--- config.mk ---
export PLATFORM = sky130hd
export DESIGN_NAME = apb3_master_bridge_flat
export DESIGN_NICKNAME = d
export VERILOG_FILES = /design/src/rtl/apb3_master_bridge_if.sv /design/src/rtl/apb3_master_bridge.sv /design/src/flat_wrapper.sv
export SDC_FILE = /design/constraint.sdc
export NUM_CORES = 1
export LEC_CHECK = 0
export BUFFER_PORTS_ARGS = -buffer_cell sky130_fd_sc_hd__buf_2
export CORE_ASPECT_RATIO = 0.6
export CORE_UTILIZATION = 48
export CTS_CLUSTER_DIAMETER = 30
export DETAILED_ROUTE_END_ITERATION = 10
export PLACE_DENSITY = 0.8
export REMOVE_ABC_BUFFERS = 1
export SYNTH_ARGS = -nofsm -noshare
export SYNTH_HDL_FRONTEND = slang
export SYNTH_SLANG_ARGS = --single-unit
export TNS_END_PERCENT = 50
--- constraint.sdc ---
create_clock -name PCLK -period 2.6 [get_ports PCLK]
set_input_delay 0.65 -clock PCLK [delete_from_list [all_inputs] [get_ports PCLK]]
set_output_delay 0.65 -clock PCLK [all_outputs]
set_load 0.1 [all_outputs]
--- src/rtl/apb3_master_bridge_if.sv ---
// ---------------------------------------------------------------------------
// apb3_master_bridge_if
//   Bundles the command stream, response stream and APB3 requester signals
//   of apb3_master_bridge.
//   master : view taken by the bridge (drives cmd_ready, rsp_*, busy, P*)
//   slave  : view taken by the surroundings (command source, response sink
//            and APB3 completer)
//   Command : cmd_valid, cmd_ready, cmd_write, cmd_addr[31:0], cmd_wdata[31:0]
//   Response: rsp_valid, rsp_ready, rsp_rdata[31:0], rsp_err
//   Status  : busy
//   APB3    : PSEL, PENABLE, PWRITE, PADDR[31:0], PWDATA[31:0],
//             PRDATA[31:0], PREADY, PSLVERR
// ---------------------------------------------------------------------------
interface apb3_master_bridge_if;
    logic        cmd_valid;
    logic        cmd_ready;
    logic        cmd_write;
    logic [31:0] cmd_addr;
    logic [31:0] cmd_wdata;

    logic        rsp_valid;
    logic        rsp_ready;
    logic [31:0] rsp_rdata;
    logic        rsp_err;

    logic        busy;

    logic        PSEL;
    logic        PENABLE;
    logic        PWRITE;
    logic [31:0] PADDR;
    logic [31:0] PWDATA;
    logic [31:0] PRDATA;
    logic        PREADY;
    logic        PSLVERR;

    modport master (
        input  cmd_valid, cmd_write, cmd_addr, cmd_wdata,
        input  rsp_ready,
        input  PRDATA, PREADY, PSLVERR,
        output cmd_ready, rsp_valid, rsp_rdata, rsp_err, busy,
        output PSEL, PENABLE, PWRITE, PADDR, PWDATA
    );

    modport slave (
        output cmd_valid, cmd_write, cmd_addr, cmd_wdata,
        output rsp_ready,
        output PRDATA, PREADY, PSLVERR,
        input  cmd_ready, rsp_valid, rsp_rdata, rsp_err, busy,
        input  PSEL, PENABLE, PWRITE, PADDR, PWDATA
    );
endinterface

--- src/rtl/apb3_master_bridge.sv ---
// ---------------------------------------------------------------------------
// apb3_master_bridge
//   Turns a valid/ready command stream into single APB3 SETUP/ACCESS
//   transfers and returns each completion on a valid/ready response stream.
//   One transfer is in flight at a time. A programmable timeout ends an
//   ACCESS phase whose completer never raises PREADY.
//
//   Parameters
//     TIMEOUT  : maximum ACCESS cycles per transfer, 0 disables the timeout
//     ERR_DATA : rsp_rdata returned for a timed-out transfer
//   Ports
//     PCLK     : clock, all state changes on the rising edge
//     PRESETn  : asynchronous active-low reset
//     bus      : command / response / APB3 signals (master view)
// ---------------------------------------------------------------------------
module apb3_master_bridge #(
    parameter int unsigned TIMEOUT  = 16,
    parameter logic [31:0] ERR_DATA = 32'hDEADBEEF
) (
    input  logic                 PCLK,
    input  logic                 PRESETn,
    apb3_master_bridge_if.master bus
);

    typedef enum logic [1:0] {
        S_IDLE   = 2'd0,
        S_SETUP  = 2'd1,
        S_ACCESS = 2'd2,
        S_RESP   = 2'd3
    } state_t;

    localparam logic [31:0] TIMEOUT_W = 32'(TIMEOUT);

    state_t      r_state;
    state_t      w_state_next;

    logic [15:0] r_wait;
    logic [15:0] w_wait_inc;
    logic        w_timeout;
    logic        w_cmd_fire;
    logic        w_rsp_fire;

    logic        r_psel;
    logic        r_penable;
    logic        r_pwrite;
    logic [31:0] r_paddr;
    logic [31:0] r_pwdata;
    logic        r_rsp_valid;
    logic [31:0] r_rsp_rdata;
    logic        r_rsp_err;

    assign w_cmd_fire = (r_state == S_IDLE) && bus.cmd_valid;
    assign w_rsp_fire = r_rsp_valid && bus.rsp_ready;

    // Count of ACCESS cycles including the current one; holds at all-ones so
    // a disabled timeout never wraps back through small values.
    assign w_wait_inc = (r_wait == 16'hFFFF) ? r_wait : (r_wait + 16'd1);

    // The current ACCESS cycle is the TIMEOUT-th one.
    assign w_timeout  = (TIMEOUT_W != 32'd0) && ({16'd0, w_wait_inc} >= TIMEOUT_W);

    // -----------------------------------------------------------------------
    // FSM: state register
    // -----------------------------------------------------------------------
    always_ff @(posedge PCLK or negedge PRESETn) begin
        if (!PRESETn) begin
            r_state <= S_IDLE;
        end else begin
            r_state <= w_state_next;
        end
    end

    // -----------------------------------------------------------------------
    // FSM: next state
    // -----------------------------------------------------------------------
    always_comb begin
        w_state_next = r_state;
        case (r_state)
            S_IDLE:   if (bus.cmd_valid)                w_state_next = S_SETUP;
            S_SETUP:                                    w_state_next = S_ACCESS;
            // PREADY and timeout on the same edge both lead to RESP; the
            // response datapath below gives PREADY priority.
            S_ACCESS: if (bus.PREADY || w_timeout)      w_state_next = S_RESP;
            S_RESP:   if (w_rsp_fire)                   w_state_next = S_IDLE;
            default:                                    w_state_next = S_IDLE;
        endcase
    end

    // -----------------------------------------------------------------------
    // Registered APB outputs, wait counter and response register
    // -----------------------------------------------------------------------
    always_ff @(posedge PCLK or negedge PRESETn) begin
        if (!PRESETn) begin
            r_psel      <= 1'b0;
            r_penable   <= 1'b0;
            r_pwrite    <= 1'b0;
            r_paddr     <= 32'd0;
            r_pwdata    <= 32'd0;
            r_wait      <= 16'd0;
            r_rsp_valid <= 1'b0;
            r_rsp_rdata <= 32'd0;
            r_rsp_err   <= 1'b0;
        end else begin
            // Decoded from the next state so PSEL/PENABLE line up with
            // SETUP/ACCESS while still coming straight from flops.
            r_psel    <= (w_state_next == S_SETUP) || (w_state_next == S_ACCESS);
            r_penable <= (w_state_next == S_ACCESS);

            // The command is latched once; PADDR/PWRITE/PWDATA then hold
            // through SETUP, ACCESS, RESP and the following IDLE.
            if (w_cmd_fire) begin
                r_paddr  <= bus.cmd_addr;
                r_pwrite <= bus.cmd_write;
                r_pwdata <= bus.cmd_wdata;
                r_wait   <= 16'd0;
            end

            if (r_state == S_ACCESS) begin
                r_wait <= w_wait_inc;
                if (bus.PREADY) begin
                    r_rsp_rdata <= r_pwrite ? 32'd0 : bus.PRDATA;
                    r_rsp_err   <= bus.PSLVERR;
                end else if (w_timeout) begin
                    r_rsp_rdata <= ERR_DATA;
                    r_rsp_err   <= 1'b1;
                end
            end

            // The response register is loaded on the edge that enters RESP;
            // rsp_valid follows one edge later and clears on the handshake.
            if (w_rsp_fire) begin
                r_rsp_valid <= 1'b0;
            end else if (r_state == S_RESP) begin
                r_rsp_valid <= 1'b1;
            end
        end
    end

    // -----------------------------------------------------------------------
    // Outputs
    // -----------------------------------------------------------------------
    assign bus.cmd_ready = (r_state == S_IDLE);
    assign bus.busy      = (r_state != S_IDLE);
    assign bus.PSEL      = r_psel;
    assign bus.PENABLE   = r_penable;
    assign bus.PWRITE    = r_pwrite;
    assign bus.PADDR     = r_paddr;
    assign bus.PWDATA    = r_pwdata;
    assign bus.rsp_valid = r_rsp_valid;
    assign bus.rsp_rdata = r_rsp_rdata;
    assign bus.rsp_err   = r_rsp_err;

endmodule

--- src/flat_wrapper.sv ---
// flat-port wrapper written by rule: the top's interface ports become plain ports
module apb3_master_bridge_flat 
#(
    parameter int unsigned TIMEOUT  = 16,
    parameter logic [31:0] ERR_DATA = 32'hDEADBEEF
)
  (PCLK, PRESETn, bus_cmd_valid, bus_cmd_write, bus_cmd_addr, bus_cmd_wdata, bus_rsp_ready, bus_PRDATA, bus_PREADY, bus_PSLVERR, bus_cmd_ready, bus_rsp_valid, bus_rsp_rdata, bus_rsp_err, bus_busy, bus_PSEL, bus_PENABLE, bus_PWRITE, bus_PADDR, bus_PWDATA);
  apb3_master_bridge_if bus_i ();
  input  logic PCLK;
  input  logic PRESETn;
  input wire logic [$bits(bus_i.cmd_valid)-1:0] bus_cmd_valid;
  input wire logic [$bits(bus_i.cmd_write)-1:0] bus_cmd_write;
  input wire logic [$bits(bus_i.cmd_addr)-1:0] bus_cmd_addr;
  input wire logic [$bits(bus_i.cmd_wdata)-1:0] bus_cmd_wdata;
  input wire logic [$bits(bus_i.rsp_ready)-1:0] bus_rsp_ready;
  input wire logic [$bits(bus_i.PRDATA)-1:0] bus_PRDATA;
  input wire logic [$bits(bus_i.PREADY)-1:0] bus_PREADY;
  input wire logic [$bits(bus_i.PSLVERR)-1:0] bus_PSLVERR;
  output wire logic [$bits(bus_i.cmd_ready)-1:0] bus_cmd_ready;
  output wire logic [$bits(bus_i.rsp_valid)-1:0] bus_rsp_valid;
  output wire logic [$bits(bus_i.rsp_rdata)-1:0] bus_rsp_rdata;
  output wire logic [$bits(bus_i.rsp_err)-1:0] bus_rsp_err;
  output wire logic [$bits(bus_i.busy)-1:0] bus_busy;
  output wire logic [$bits(bus_i.PSEL)-1:0] bus_PSEL;
  output wire logic [$bits(bus_i.PENABLE)-1:0] bus_PENABLE;
  output wire logic [$bits(bus_i.PWRITE)-1:0] bus_PWRITE;
  output wire logic [$bits(bus_i.PADDR)-1:0] bus_PADDR;
  output wire logic [$bits(bus_i.PWDATA)-1:0] bus_PWDATA;
  assign bus_i.cmd_valid = bus_cmd_valid;
  assign bus_i.cmd_write = bus_cmd_write;
  assign bus_i.cmd_addr = bus_cmd_addr;
  assign bus_i.cmd_wdata = bus_cmd_wdata;
  assign bus_i.rsp_ready = bus_rsp_ready;
  assign bus_i.PRDATA = bus_PRDATA;
  assign bus_i.PREADY = bus_PREADY;
  assign bus_i.PSLVERR = bus_PSLVERR;
  assign bus_cmd_ready = bus_i.cmd_ready;
  assign bus_rsp_valid = bus_i.rsp_valid;
  assign bus_rsp_rdata = bus_i.rsp_rdata;
  assign bus_rsp_err = bus_i.rsp_err;
  assign bus_busy = bus_i.busy;
  assign bus_PSEL = bus_i.PSEL;
  assign bus_PENABLE = bus_i.PENABLE;
  assign bus_PWRITE = bus_i.PWRITE;
  assign bus_PADDR = bus_i.PADDR;
  assign bus_PWDATA = bus_i.PWDATA;
  apb3_master_bridge #(.TIMEOUT(TIMEOUT), .ERR_DATA(ERR_DATA)) u_core (.PCLK(PCLK), .PRESETn(PRESETn), .bus(bus_i));
endmodule
==> metrics.csv, run 1 <==
metric,value,unit
DPL Wire Length,9930,um
Max stage delay on crit path,0.41,ns
crit path from,u_core.r_wait[0]$_DFFE_PN0P_,
crit end category,flop,
H-tree depth,4,
clk slew on worst S/H paths,0.05,ns
hold bufs inserted after CTS,0,
Die Width,135,um
clock latency on the worst-skew pair,0.41,ns
initial antenna violation count,0,
TritonCTS clock tree,yes,
TritonCTS buffer count,17,
clock sink count,119,
hold slack,0.231,ns
Worst R2R Setup Slack,0.26,ns
vias in the first global route,4515,
Critical path buffers and inverters,1,
DP Cell Count,879,
Least-Margin Pin Slew,0.769,ns
Crit path required time,2.94,ns
RePlAce Congestion,0.891,
"area leader, netlist",dfrtp_1,
Fmax,427,MHz
drc violations,0,
Synth top area share,58.7,%
Post-synth EDFFs,0,
Antenna Nets Post-Route,0,
routed wire length per instance,15.3,um
final setup fails,0,
layout cell share with drive strength beyond 1,33.5,%
vias per cell,5.19,
DRT Pass-1 Iters,5,
Relative slew margins,48.7,%
Synth Cell Area,0.00507,mm^2
ANT cells,0,
Die Y,81.6,um
Total Wirelength,13900,um
"FFs w/ async S/R, synth",100,%
Post-synth top cells,"nand2_1, dfrtp_1, a21oi_1, inv_1, clkbuf_1",
Yosys cell types,43,
run status,"finished, final reports clean",
final std cells w/o fill,909,
CP max FO,33,
area grow syn2layout,35.4,%
vias,4722,
row count,28,
crit path cell chain,ha_1 > and4_2 > nand4_1 > mux2i_1 > o2111ai_2 > o31ai_4 > buf_12 > a22o_1,
CP endpoint,u_core.bus.rsp_rdata[20]$_DFFE_PN0P_,
worst min-delay path class,primary input to async pin,
clock skew,0.00905,ns
reg2reg path depth,8,
CORE AREA,0.0101,mm^2
Root Buffer,clkbuf_16,
"delay-heaviest family, CP",compound AO/OA/AOI/OAI gates,
most frequent cell after synthesis,nand2_1,
Syn Area/Cell,9.06,um^2
CP Class,flop to flop,
post-layout min period,2.34,ns
Ys Warns,0,
Max-Cap Viols,0,
"FF+latch count, synth",119,
die footprint,0.0110,mm^2
I/O pins,206,
setup_tns,0,ns
Synth Flop Type,dfrtp_1,
post-cts sizing count,0,
WP depth,8,
Nets,868,
Worst R2R End,u_core.bus.rsp_rdata[20]$_DFFE_PN0P_,
largest net degree at the start of global routing,68,
first-pass GRT wire length,22300,um
RR Startpoint,u_core.r_wait[0]$_DFFE_PN0P_,
Place WS,0.174,ns
Final Hold Viols,0,
arrival time at the worst endpoint,2.68,ns
slowest CP cell,dfrtp_1,
"top cells by area, synth","dfrtp_1, nand2_1, a21oi_1, inv_1, clkbuf_1",
"Setup Fix Bufs, Post-CTS",0,
Final Slew Violations,0,
post-synthesis sequential area ratio,58.7,%
Initial Utilization,50.4,%
RSZ-0062 raised after global routing,no,
drt initial violations,313,
worst setup margin,0.257,ns
GR Util All Layers,26.4,%
Congestion Overflow GR,0,
post-synthesis cell count,560,
CP Launch Type,flop,
IO Port Bufs,205,
clock buffer depth,2,
Final period util,90.1,%
==> metal layers <==
metal / vias to the layer above / track usage (%) / part of all wire, %
met4: 0 / 8.88 / 1.2
met5: - / 0 / 0
met2: 208 / 39.9 / 45
met3: 18 / 8.95 / 9.1
met1: 2267 / 35.8 / 44
li1: 2229 / - / -
==> per-stage QoR <==
stage | instance area [um^2] | util [%]
after floorplan | 4930 | -
after global placement | 6250 | 62.1
after detailed placement | 6250 | 62.1
after CTS | 6860 | 68.2
after global routing | 6870 | 68.3
final | 6870 | 68.3
==> worst reg2reg max path, cell delays in order, from the launching register on <==
cell and delay, ns:
dfrtp_1 0.41, ha_1 0.24, and4_2 0.32, nand4_1 0.13, mux2i_1 0.29, o2111ai_2 0.23
o31ai_4 0.26, buf_12 0.22, a22o_1 0.18
==> how the worst min path moves through the flow <==
stage | to | slack (ns)
detailed placement | u_core.bus.PWDATA[21]$_DFFE_PN0P_ | 0.46
finish | u_core.bus.PWDATA[26]$_DFFE_PN0P_ | 0.23
CTS | u_core.bus.PWDATA[23]$_DFFE_PN0P_ | 0.25
global route | u_core.bus.PWDATA[23]$_DFFE_PN0P_ | 0.28
global placement | u_core.bus.PADDR[31]$_DFFE_PN0P_ | 0.45
floorplan | u_core.bus.PADDR[0]$_DFFE_PN0P_ | 0.35
==> placed cells by master (no fill, tap or decap), types with 2 or more instances in the layout <==
cell type and count:
nand3_1 13, clkinv_2 4, clkbuf_16 17, dfrtp_1 119, a21oi_1 57, buf_4 8
a31oi_1 3, nor2_1 14, o31ai_1 3, clkinvlp_4 2, inv_1 30, buf_12 3
nand2b_1 4, o211a_1 2, nand4_1 7, a22o_1 9, o21ai_0 16, nor3_2 2
bufinv_16 4, and4_1 2, nor3_1 3, and3_1 6, or2_2 2, mux2i_1 6
buf_2 204, clkinv_4 2, nand2_1 207, ha_1 2
==> state kept, by name (all words and copies together), names as in the netlist <==
signal / cells
u_core.bus.PWRITE: 1
u_core.bus.rsp_err: 1
u_core.r_state: 2
u_core.bus.PADDR: 32
u_core.bus.rsp_rdata: 32
u_core.bus.PWDATA: 32
u_core.r_wait: 16
u_core.bus.rsp_valid: 1
u_core.bus.PSEL: 1
u_core.bus.PENABLE: 1
==> cells by family after synthesis <==
kind of cell | share of synthesized area (%)
and+or+nand+nor | 22.4
DFF | 58.7
AOI/OAI and AO/OA | 12.0
buffers and inverters | 4.91
muxes | 1.41
adders and majority gates | 0.493
==> final cells by class <==
class / instances / area, um^2
clock inverter: 13 / 181
multi-input combinational: 380 / 1860
fill: 767 / 3190
sequential: 119 / 2980
inverter: 30 / 113
timing repair buffer: 215 / 1140
clock buffer: 17 / 425
tap: 135 / 169
Power of run 1 is not shown: default switching activity piles up to over one toggle a cycle in this logic, so the estimate is an artifact.
==> run 2, diff against run 1 <==
--- a/config.mk
+++ b/config.mk
@@ -11,7 +11,6 @@
 export CTS_CLUSTER_DIAMETER = 30
 export DETAILED_ROUTE_END_ITERATION = 10
 export PLACE_DENSITY = 0.8
-export REMOVE_ABC_BUFFERS = 1
 export SYNTH_ARGS = -nofsm -noshare
 export SYNTH_HDL_FRONTEND = slang
 export SYNTH_SLANG_ARGS = --single-unit
==> constraint.sdc (replaced) <==
create_clock -name PCLK -period 2.55 [get_ports PCLK]
set_input_delay 0.6375 -clock PCLK [delete_from_list [all_inputs] [get_ports PCLK]]
set_output_delay 0.6375 -clock PCLK [all_outputs]
set_load 0.1 [all_outputs]
==> run 2 against run 1 <==
Compared with the run above:
- critical path depth did not move
- final area fell by 0.13%
- sequential share of layout area up 0.055 points
- maximum frequency fell by 0.65%
- die area stayed put
- clock-buffer cell count grew 4
- global-route usage shrank 0.75 points
- routed wire length fell by 2.3%
==> metrics.csv, run 2 (synthesis results as in run 1) <==
metric,value,unit
run status,"finished, final reports clean",
"Core Util, Final",68.2,%
layout cell share with drive strength beyond 1,33.3,%
Relative slew margins,47.5,%
arrival time at the worst endpoint,2.71,ns
reg2reg path depth,8,
worst setup margin,0.191,ns
DRT Pass-1 Iters,4,
row count,28,
routed wire length per instance,15.0,um
vias,4624,
largest net degree at the start of global routing,120,
Initial Utilization,50.4,%
Final period util,92.5,%
CP Launch Type,flop,
crit end category,flop,
ANT cells,0,
initial antenna violation count,0,
die footprint,0.0110,mm^2
Antenna Nets Post-Route,0,
clock sink count,119,
area grow syn2layout,35.3,%
CP max FO,8,
"Setup Fix Bufs, Post-CTS",0,
DPL Wire Length,9440,um
drt initial violations,321,
clock skew,0.00909,ns
vias in the first global route,4409,
Nets,869,
RePlAce Congestion,0.898,
clock buffer depth,2,
most frequent cells in the layout,"nand2_1, buf_2, dfrtp_1",
clock latency on the worst-skew pair,0.41,ns
Die Width,135,um
Final Slew Violations,0,
worst min-delay path class,primary input to async pin,
clk slew on worst S/H paths,0.05,ns
Crit path required time,2.90,ns
final setup fails,0,
CP Class,flop to flop,
IO Port Bufs,205,
post-layout min period,2.36,ns
Least-Margin Pin Slew,0.787,ns
Die Y,81.6,um
"commonest non-fill, non-tap cell in the layout",nand2_1,
Final Hold Viols,0,
drc violations,0,
I/O pins,206,
RSZ-0062 raised after global routing,no,
H-tree depth,4,
Root Buffer,clkbuf_16,
first-pass GRT wire length,21300,um
vias per cell,5.08,
Mapped Nets,665,
CORE AREA,0.0101,mm^2
fill count,787,
GR Util All Layers,25.6,%
TritonCTS clock tree,yes,
Max-Cap Viols,0,
TritonCTS buffer count,17,
setup_tns,0,ns
Total Wirelength,13600,um
Fmax,424,MHz
Congestion Overflow GR,0,
Place WS,0.201,ns
hold slack,0.289,ns
==> run 2: cell count changes in the layout (fill, tap and decap cells not counted), sizes merged <==
cell | before | now
buf | 215 | 216
bufinv | 4 | 3
clkbuf | 17 | 21
clkinv | 6 | 5
clkinvlp | 2 | 1
inv | 31 | 30
==> run 2: what timing repair did <==
action / CTS / global route
resized for setup: 0 / 2
endpoints found under the setup margin: 0 / 27
hold buffers: 0 / 0
==> run 2: routing by layer <==
metal | wire length (um) | track usage (%) | up-vias | share of wire (%)
met1 | 6000 | 32.9 | 2175 | 44
met5 | 0 | 0 | - | 0
li1 | - | - | 2240 | -
met2 | 6250 | 40.4 | 198 | 46
met4 | 109 | 9.10 | 0 | 0.80
met3 | 1260 | 9.26 | 11 | 9.2
==> run 2: worst paths after layout <==
path / startpoint / endpoint / slack [ns]
min: PRESETn / u_core.bus.rsp_rdata[22]$_DFFE_PN0P_ / 0.29
min in group PCLK: bus_cmd_wdata[26] / u_core.bus.PWDATA[26]$_DFFE_PN0P_ / 0.42
max in group asynchronous: PRESETn / u_core.bus.PADDR[22]$_DFFE_PN0P_ / 1.73
min reg2reg: u_core.bus.PADDR[11]$_DFFE_PN0P_ / u_core.bus.PADDR[11]$_DFFE_PN0P_ / 0.47
max: u_core.r_wait[11]$_DFFE_PN0P_ / u_core.bus.PSEL$_DFF_PN0_ / 0.19
max reg2reg: u_core.r_wait[11]$_DFFE_PN0P_ / u_core.bus.PSEL$_DFF_PN0_ / 0.19
==> run 2: layout make-up <==
class	instances	area [um^2]	share of cell area [%]
sequential	119	2980	43.4
multi-input combinational	380	1860	27.2
timing repair buffer	216	1150	16.7
clock buffer	21	460	6.71
tap	135	169	2.46
clock inverter	9	126	1.84
inverter	30	113	1.64
==> run 2: through the flow <==
stage	area, um^2	instances
after global placement	6260	880
final	6860	910
after global routing	6860	910
after detailed placement	6260	880
after floorplan	5080	560
after CTS	6850	910
==> run 2: worst max-delay path, cell delays in order (launching register included) <==
cell     delay [ns]
dfrtp_1        0.45
nand4_1        0.28
nor4_2         0.41
mux2i_1        0.28
o21ai_1        0.16
nor3_1         0.28
a22o_1         0.18
ha_1           0.22
inv_1          0.05
Power of run 2 is left out for the same reason.
==> run 3, diff against run 2 <==
==> constraint.sdc (replaced) <==
create_clock -name PCLK -period 2.55 [get_ports PCLK]
set_input_delay 0.51 -clock PCLK [delete_from_list [all_inputs] [get_ports PCLK]]
set_output_delay 0.51 -clock PCLK [all_outputs]
set_load 0.1 [all_outputs]
==> run 3 against run 2 <==
Compared with the run above:
- final area increased by 0.58%
- global-route usage fell by 0.26 points
- clock skew up 0.00082 ns
- sequential share of layout area down 0.25 points
- die area did not move
- maximum frequency fell by 0.88%
- critical path depth is the same
- register-to-register slack got worse by 0.02 ns
- clock-buffer cell count down 1
==> metrics.csv, run 3 (synthesis results as in run 1) <==
metric,value,unit
routed wire length per instance,15.3,um
fill count,800,
Final period util,93.3,%
Nets,870,
met1 Track Usage GR,34.5,%
CP Launch Type,flop,
"delay-heaviest family, CP",compound AO/OA/AOI/OAI gates,
Worst R2R Setup Slack,0.17,ns
Final Slew Violations,0,
met2 usage,39.2,%
Root Buffer,clkbuf_16,
slowest CP cell,dfrtp_1,
Critical path buffers and inverters,2,
worst min-delay path class,primary input to async pin,
largest net degree at the start of global routing,120,
most frequent cells in the layout,"nand2_1, buf_2, dfrtp_1",
register area,0.00298,mm^2
reg2reg path depth,8,
DP Area,0.00627,mm^2
CP max FO,33,
die footprint,0.0110,mm^2
Antenna Nets Post-Route,0,
area grow syn2layout,36.0,%
crit end category,flop,
clock skew,0.00991,ns
arrival time at the worst endpoint,2.71,ns
RR Startpoint,u_core.r_wait[9]$_DFFE_PN0P_,
clock sink count,119,
layout cell share with drive strength beyond 1,33.5,%
Fmax,420,MHz
Mapped Nets,665,
I/O pins,206,
DRT Pass-1 Iters,5,
Die Width,135,um
initial antenna violation count,0,
Max stage delay on crit path,0.47,ns
Die Y,81.6,um
IO Port Bufs,205,
Least-Margin Pin Slew,0.748,ns
vias in the first global route,4402,
most used routing layer,met2,
vias,4706,
Initial Utilization,50.4,%
drt initial violations,278,
GR Util All Layers,25.4,%
run status,"finished, final reports clean",
H-tree depth,4,
Final Hold Viols,0,
clk slew on worst S/H paths,0.05,ns
Congestion Overflow GR,0,
post-route design area,0.00690,mm^2
DPL Wire Length,9680,um
row count,28,
Max-Cap Viols,0,
hold bufs inserted after CTS,0,
TritonCTS buffer count,17,
Total Wirelength,14000,um
setup_tns,0,ns
drc violations,0,
Worst R2R End,u_core.bus.rsp_rdata[20]$_DFFE_PN0P_,
"commonest non-fill, non-tap cell in the layout",nand2_1,
post-layout min period,2.38,ns
Crit path required time,2.88,ns
routing usage on met3,9.07,%
crit path cell chain,nand4_1 > nor4_2 > buf_4 > mux2i_1 > o21ai_1 > o31ai_4 > buf_12 > a22o_1,
ANT cells,0,
TritonCTS clock tree,yes,
Relative slew margins,50.1,%
CORE AREA,0.0101,mm^2
clock latency on the worst-skew pair,0.40,ns
clock buffer depth,2,
RePlAce Congestion,0.886,
first-pass GRT wire length,21500,um
vias per cell,5.15,
final setup fails,0,
CP Class,flop to flop,
multi-input logic area,0.00186,mm^2
[run 3: cell types whose count changed in the layout (fill, tap and decap cells not counted), sizes merged]
cell,before,now
bufinv,3,4
buf,216,217
clkinv,5,4
inv,30,31
clkinvlp,1,3
clkbuf,21,20
[run 3: how the worst max path moves through the flow]
stage / from / endpoint / depth (start not counted)
after detailed placement: u_core.r_wait[0]$_DFFE_PN0P_ / u_core.bus.PSEL$_DFF_PN0_ / 9
after global placement: u_core.r_wait[0]$_DFFE_PN0P_ / u_core.bus.PSEL$_DFF_PN0_ / 9
final: u_core.r_wait[9]$_DFFE_PN0P_ / u_core.bus.rsp_rdata[20]$_DFFE_PN0P_ / 8
after global routing: u_core.r_wait[9]$_DFFE_PN0P_ / u_core.bus.PSEL$_DFF_PN0_ / 9
after floorplan: u_core.r_state[1]$_DFF_PN0_ / bus_busy / 2
after CTS: u_core.r_wait[0]$_DFFE_PN0P_ / u_core.bus.PSEL$_DFF_PN0_ / 9
[run 3: layout make-up]
class	count	area share (%)
Sequential cell	119	43.2
Multi-Input combinational cell	380	27.0
Timing Repair Buffer	217	16.8
Clock buffer	20	6.47
Clock inverter	12	2.54
Tap cell	135	2.45
Inverter	30	1.63
[run 3: per-layer routing]
| layer | vias to the layer above | wire length (um) |
|---|---|---|
| met5 | - | 0 |
| met4 | 0 | 72 |
| met3 | 8 | 1350 |
| met2 | 213 | 6260 |
| met1 | 2236 | 6330 |
| li1 | 2249 | - |
[run 3: metrics by stage]
stage / worst slack (ns) / utilization (%) / hold slack, ns / cells
after floorplan: 0.0291 / - / 0.214 / 560
after global placement: 0.274 / 62.3 / 0.452 / 881
after detailed placement: 0.239 / 62.3 / 0.457 / 881
after CTS: 0.140 / 68.5 / 0.228 / 913
after global routing: -0.0296 / 68.6 / 0.239 / 913
final: 0.171 / 68.6 / 0.129 / 913
[run 3: what timing repair did]
| action | in CTS | in global routing |
|---|---|---|
| setup endpoints to repair | 0 | 2 |
| gates resized for setup | 0 | 2 |
| buffers inserted | 0 | 0 |
Power of run 3 is left out for the same reason.
